<file path="src/rtl/seq_restoring_divider.sv">
// Sequential radix-2 restoring divider.
// Takes an N/3-bit dividend and an N/6-bit divisor and produces one quotient
// bit per clock, MSB first. A zero divisor short-circuits straight to FIN
// with an all-ones quotient, the low dividend bits as remainder, and the
// div_by_zero flag set.
`timescale 1ns/1ps

module seq_restoring_divider #(
    parameter int N = 222
) (
    input  logic                 clk,
    input  logic                 rst,
    input  logic                 start,
    input  logic [N/3-1:0]       dividend,
    input  logic [N/6-1:0]       divisor,
    output logic                 busy,
    output logic                 done,
    output logic [N/3-1:0]       quotient,
    output logic [N/6-1:0]       remainder,
    output logic                 div_by_zero
);

    localparam int QW = N / 3;
    localparam int RW = N / 6;
    localparam int CW = $clog2(QW + 1);

    typedef enum logic [1:0] {
        S_IDLE = 2'd0,
        S_RUN  = 2'd1,
        S_FIN  = 2'd2
    } state_t;

    state_t          state_q, state_d;
    logic [QW-1:0]   dsr_q, dsr_d;      // dividend shift register, MSB consumed first
    logic [RW-1:0]   dvs_q, dvs_d;      // divisor captured at accept
    logic [RW-1:0]   prem_q, prem_d;    // partial remainder (always < divisor between steps)
    logic [CW-1:0]   cnt_q, cnt_d;      // iterations still to perform
    logic [QW-1:0]   quo_q, quo_d;      // quotient, bits shifted in at the LSB
    logic [RW-1:0]   rem_q, rem_d;      // published remainder
    logic            dz_q, dz_d;        // published divide-by-zero flag

    // One restoring step. The shifted partial remainder needs RW+1 bits;
    // after a successful subtract the result is below the divisor, so the
    // subtraction can be done modulo 2^RW without losing information.
    logic [RW:0]     p_shift;
    logic [RW:0]     dvs_ext;
    logic            q_bit;
    logic [RW-1:0]   p_diff;
    logic [RW-1:0]   p_step;

    // Trial subtraction and restore selection for the current iteration
    always_comb begin
        p_shift = {prem_q, dsr_q[QW-1]};
        dvs_ext = {1'b0, dvs_q};
        q_bit   = (p_shift >= dvs_ext);
        p_diff  = p_shift[RW-1:0] - dvs_q;
        p_step  = q_bit ? p_diff : p_shift[RW-1:0];
    end

    // Next-state and datapath update; FIN behaves like IDLE for new requests
    always_comb begin
        state_d = state_q;
        dsr_d   = dsr_q;
        dvs_d   = dvs_q;
        prem_d  = prem_q;
        cnt_d   = cnt_q;
        quo_d   = quo_q;
        rem_d   = rem_q;
        dz_d    = dz_q;

        case (state_q)
            S_IDLE, S_FIN: begin
                if (start) begin
                    dsr_d  = dividend;
                    dvs_d  = divisor;
                    prem_d = '0;
                    cnt_d  = CW'(QW);
                    if (divisor == '0) begin
                        state_d = S_FIN;
                        quo_d   = '1;
                        rem_d   = dividend[RW-1:0];
                        dz_d    = 1'b1;
                    end else begin
                        state_d = S_RUN;
                        quo_d   = '0;
                        rem_d   = '0;
                        dz_d    = 1'b0;
                    end
                end else begin
                    state_d = S_IDLE;
                end
            end

            S_RUN: begin
                prem_d = p_step;
                dsr_d  = {dsr_q[QW-2:0], 1'b0};
                quo_d  = {quo_q[QW-2:0], q_bit};
                cnt_d  = cnt_q - CW'(1);
                // The final iteration publishes the remainder and hands over to FIN
                if (cnt_q == CW'(1)) begin
                    state_d = S_FIN;
                    rem_d   = p_step;
                end
            end

            default: begin
                state_d = S_IDLE;
            end
        endcase
    end

    // State and datapath registers with synchronous reset
    always_ff @(posedge clk) begin
        if (rst) begin
            state_q <= S_IDLE;
            dsr_q   <= '0;
            dvs_q   <= '0;
            prem_q  <= '0;
            cnt_q   <= '0;
            quo_q   <= '0;
            rem_q   <= '0;
            dz_q    <= 1'b0;
        end else begin
            state_q <= state_d;
            dsr_q   <= dsr_d;
            dvs_q   <= dvs_d;
            prem_q  <= prem_d;
            cnt_q   <= cnt_d;
            quo_q   <= quo_d;
            rem_q   <= rem_d;
            dz_q    <= dz_d;
        end
    end

    // Status outputs decode directly from the registered state
    always_comb begin
        busy        = (state_q == S_RUN);
        done        = (state_q == S_FIN);
        quotient    = quo_q;
        remainder   = rem_q;
        div_by_zero = dz_q;
    end

endmodule
</file>
<file path="config.mk">
export PLATFORM = sky130hd
export DESIGN_NAME = seq_restoring_divider
export DESIGN_NICKNAME = d
export VERILOG_FILES = /design/src/rtl/seq_restoring_divider.sv
export SDC_FILE = /design/constraint.sdc
export NUM_CORES = 1
export LEC_CHECK = 0
export CAP_MARGIN = 25
export CORE_MARGIN = 10
export CORE_UTILIZATION = 56
export DETAILED_ROUTE_END_ITERATION = 7
export MAX_ROUTING_LAYER = met4
export PLACE_DENSITY = 0.84
export SYNTH_ARGS = -nofsm -noshare
export SYNTH_HDL_FRONTEND = slang
export SYNTH_SLANG_ARGS = --single-unit
</file>
<file path="constraint.sdc">
create_clock -name clk -period 6.1 [get_ports clk]
set_clock_uncertainty 0.15 [all_clocks]
set_input_delay 1.22 -clock clk [delete_from_list [all_inputs] [get_ports clk]]
set_output_delay 1.22 -clock clk [all_outputs]
set_load 0.01 [all_outputs]
</file>
==> metrics.yaml <==
rr_worst_depth: 12
worst_slew_pin_slew_ns: 0.991
synth.distinct_cells: 78
fp-row-count: 55
drive_gt1_share_pct: 6.98
cap_violations: 0
drtIter0Drc: 1077
first_pass_iters: 6
power.internal_mw: 4.52
rsz0062_at_grt: "false"
seq_area_um2: 5390
r2r_slack_ns: 2.10
synth-xor-area-share_pct: 2.15
p_clk_share_pct: 23.3
hold_viol_final: 0
place.port_buffers: 227
powerDensity_nw_per_um2: 475
post_cts_resized: 0
grt_max_degree: 145
syn2layout_area_growth_pct: 24.6
synth-compound-area-share_pct: 30.7
synth_top_family_by_area: "compound AO/OA/AOI/OAI gates"
initial_core_util_pct: 57.2
clkTransAtPathRegs_ns: 0.06
io_pins: 228
postSynthCellCount: 1593
layout_commonest_cell: "dfxtp_1"
fin_nets: 1883
cts_tree: "yes"
synth-async-reset-ratio_pct: 0
htree_levels: 1
r2r_start: "dvs_q[0]"
cts_made_buffers: 28
hpwl_um: 27500
ir_worst_vdd_uv: 310
vias_per_cell: 6.08
clockRootBuffer: "clkbuf_16"
num_vias: 12536
synth_seq_cells: 269
clock_latency_ns: 0.56
track_usage_pct: 25.7
core_region_area_um2: 22800
critPathSlowestCell: "nor2_4"
post-route-util_pct: 71.2
max_stage_delay_ns: 0.57
worstHoldPathType: "flip-flop to flip-flop"
cp_cell_sequence: "ha_1, inv_1, fa_1, a21o_2, a221o_1, a221oi_2, o21ai_2, o21ai_4, o311ai_4, nor2_4, a31oi_1, a211oi_2"
p_sw_share_pct: 41.4
die_width_um: 173
cts_sinks: 269
required_ns: 6.41
post_drt_wl_per_cell_um: 19.3
fin_tns_setup_ns: 0
die-area_um2: 29800
postCtsHoldBufs: 0
grt-ovfl-total: 0
r2r_end: "remainder[16]"
cp_max_fo: 23
fmax_mhz: 250
critPathCapture: "remainder[16]"
holdWs_ns: 0.305
place_congestion: 0.923
multi_input_area_um2: 6860
final_cell_mix: "269 x dfxtp_1, 264 x a21oi_1, 227 x nand2_1, 226 x clkdlybuf4s50_1, 142 x nor2_1"
status: "complete, no violations"
post-route-min-period_ns: 4.00
fillers: 1817
synth_area_per_cell_um2: 8.18
synth_edf_count: 0
antenna_found_initial: 1
synth.area.mux_share_pct: 0.615
drt_wl_total_um: 39800
yosysSeqAreaShare_pct: 41.3
combPwrFrac_pct: 48.6
final_antenna_net_count: 0
yosysWarnings: 0
cp-startpoint: "dvs_q[0]"
grt_pass1_wl_um: 62900
ctsLongestPathBuffers: 3
timing_max_transition_violations_final: 0
drc: 0
stdcell_area_um2: 16200
max-slew-margin-rel_pct: 33.9
post-route-period-util_pct: 65.6
cts_setup_buffers: 0
yosys.area_share.simple_pct: 15.0
dpl_cell_area_um2: 15200
crit_path_start_kind: "flip-flop"
fp.dieH_um: 173
pwr-share-seq_pct: 28.0
worst-setup-path-type: "flip-flop to flip-flop"
synth.net_count: 1747
final-setup-viol-count: 0
p_leak_nw: 5.97
syn-cell-area_um2: 13000
grt_pass1_vias: 12014
worstPathArrival_ns: 4.32
switching_power_mw: 3.19
end_kind: "flip-flop"
synthAdderAreaFrac_pct: 3.90
synth_ff_type: "dfxtp_1"
[worst min path at each step]
stage,start,end,slack [ns],cells past startpoint
after CTS,dsr_q[70],dsr_q[70],0.31,2
after global routing,dsr_q[37],dsr_q[37],0.32,2
after floorplan,dvs_q[10],dvs_q[10],0.29,2
after global placement,dsr_q[28],dsr_q[28],0.29,2
after detailed placement,dsr_q[70],dsr_q[70],0.30,2
final,dvs_q[22],dvs_q[22],0.30,2
[area by class of cell]
type	count	share of cell area (%)
clock buffer	32	4.60
timing repair buffer	243	15.0
antenna	1	0.0154
clock inverter	18	1.40
tap	313	2.41
inverter	48	1.13
multi-input combinational	1139	42.3
sequential	269	33.2
[synthesized netlist by cell type (15+ instances only)]
master | n | area (um2)
nand3_1 | 15 | 75.1
a221oi_1 | 39 | 342
dfxtp_1 | 269 | 5390
a211oi_1 | 68 | 510
xor2_1 | 17 | 149
ha_1 | 39 | 488
a21oi_1 | 264 | 1320
a22oi_1 | 75 | 563
xnor2_1 | 15 | 131
nor2_1 | 144 | 541
a211oi_2 | 19 | 238
clkbuf_1 | 104 | 390
a31oi_1 | 27 | 169
inv_1 | 47 | 176
o21ai_0 | 27 | 135
nand2_1 | 227 | 852
[per-stage QoR]
| stage | power, mW | instances | worst slack (ns) |
|---|---|---|---|
| final | 7.70 | 2063 | 2.10 |
| after global routing | 8.17 | 2063 | 1.88 |
| after CTS | 7.68 | 2059 | 2.00 |
| after detailed placement | 5.87 | 2009 | 1.41 |
| after global placement | 5.85 | 2008 | 1.51 |
| after floorplan | 4.92 | 1593 | 2.82 |
[cell families after synthesis]
group / count (synthesis)
adders and majority gates: 40
and+or+nand+nor: 462
DFF: 269
buffers and inverters: 185
muxes: 8
AOI/OAI and AO/OA: 597
xor gates and xnor gates: 32
[registers in the layout, summed over array words and instances, names as in the netlist]
name         cells
dsr_q           74
quotient        74
dvs_q           37
prem_q          37
remainder       37
cnt_q            7
state_q          2
div_by_zero      1
[critical path, delay by kind of cell, from the launching register on]
family / cells / cell delay (ns)
buf+inv: 1 / 0.05
compound gates: 8 / 2.16
fa+ha+maj: 2 / 0.58
simple gates: 1 / 0.57
flops: 1 / 0.38
[power groups by stage]
stage	clock network, mW	registers (mW)	logic [mW]
2_1_floorplan	0	2.17	2.76
3_3_place_gp	0	2.18	3.67
3_5_place_dp	0	2.19	3.69
4_1_cts	1.82	2.15	3.71
5_1_grt	1.89	2.18	4.10
6_report	1.80	2.16	3.75
[layer usage]
layer	wire length [um]	track usage, %
met5	0	-
met1	16100	29.4
met4	1370	8.92
met2	19500	42.7
met3	2880	6.66
Note: power is estimated with default switching activity, not from simulation.
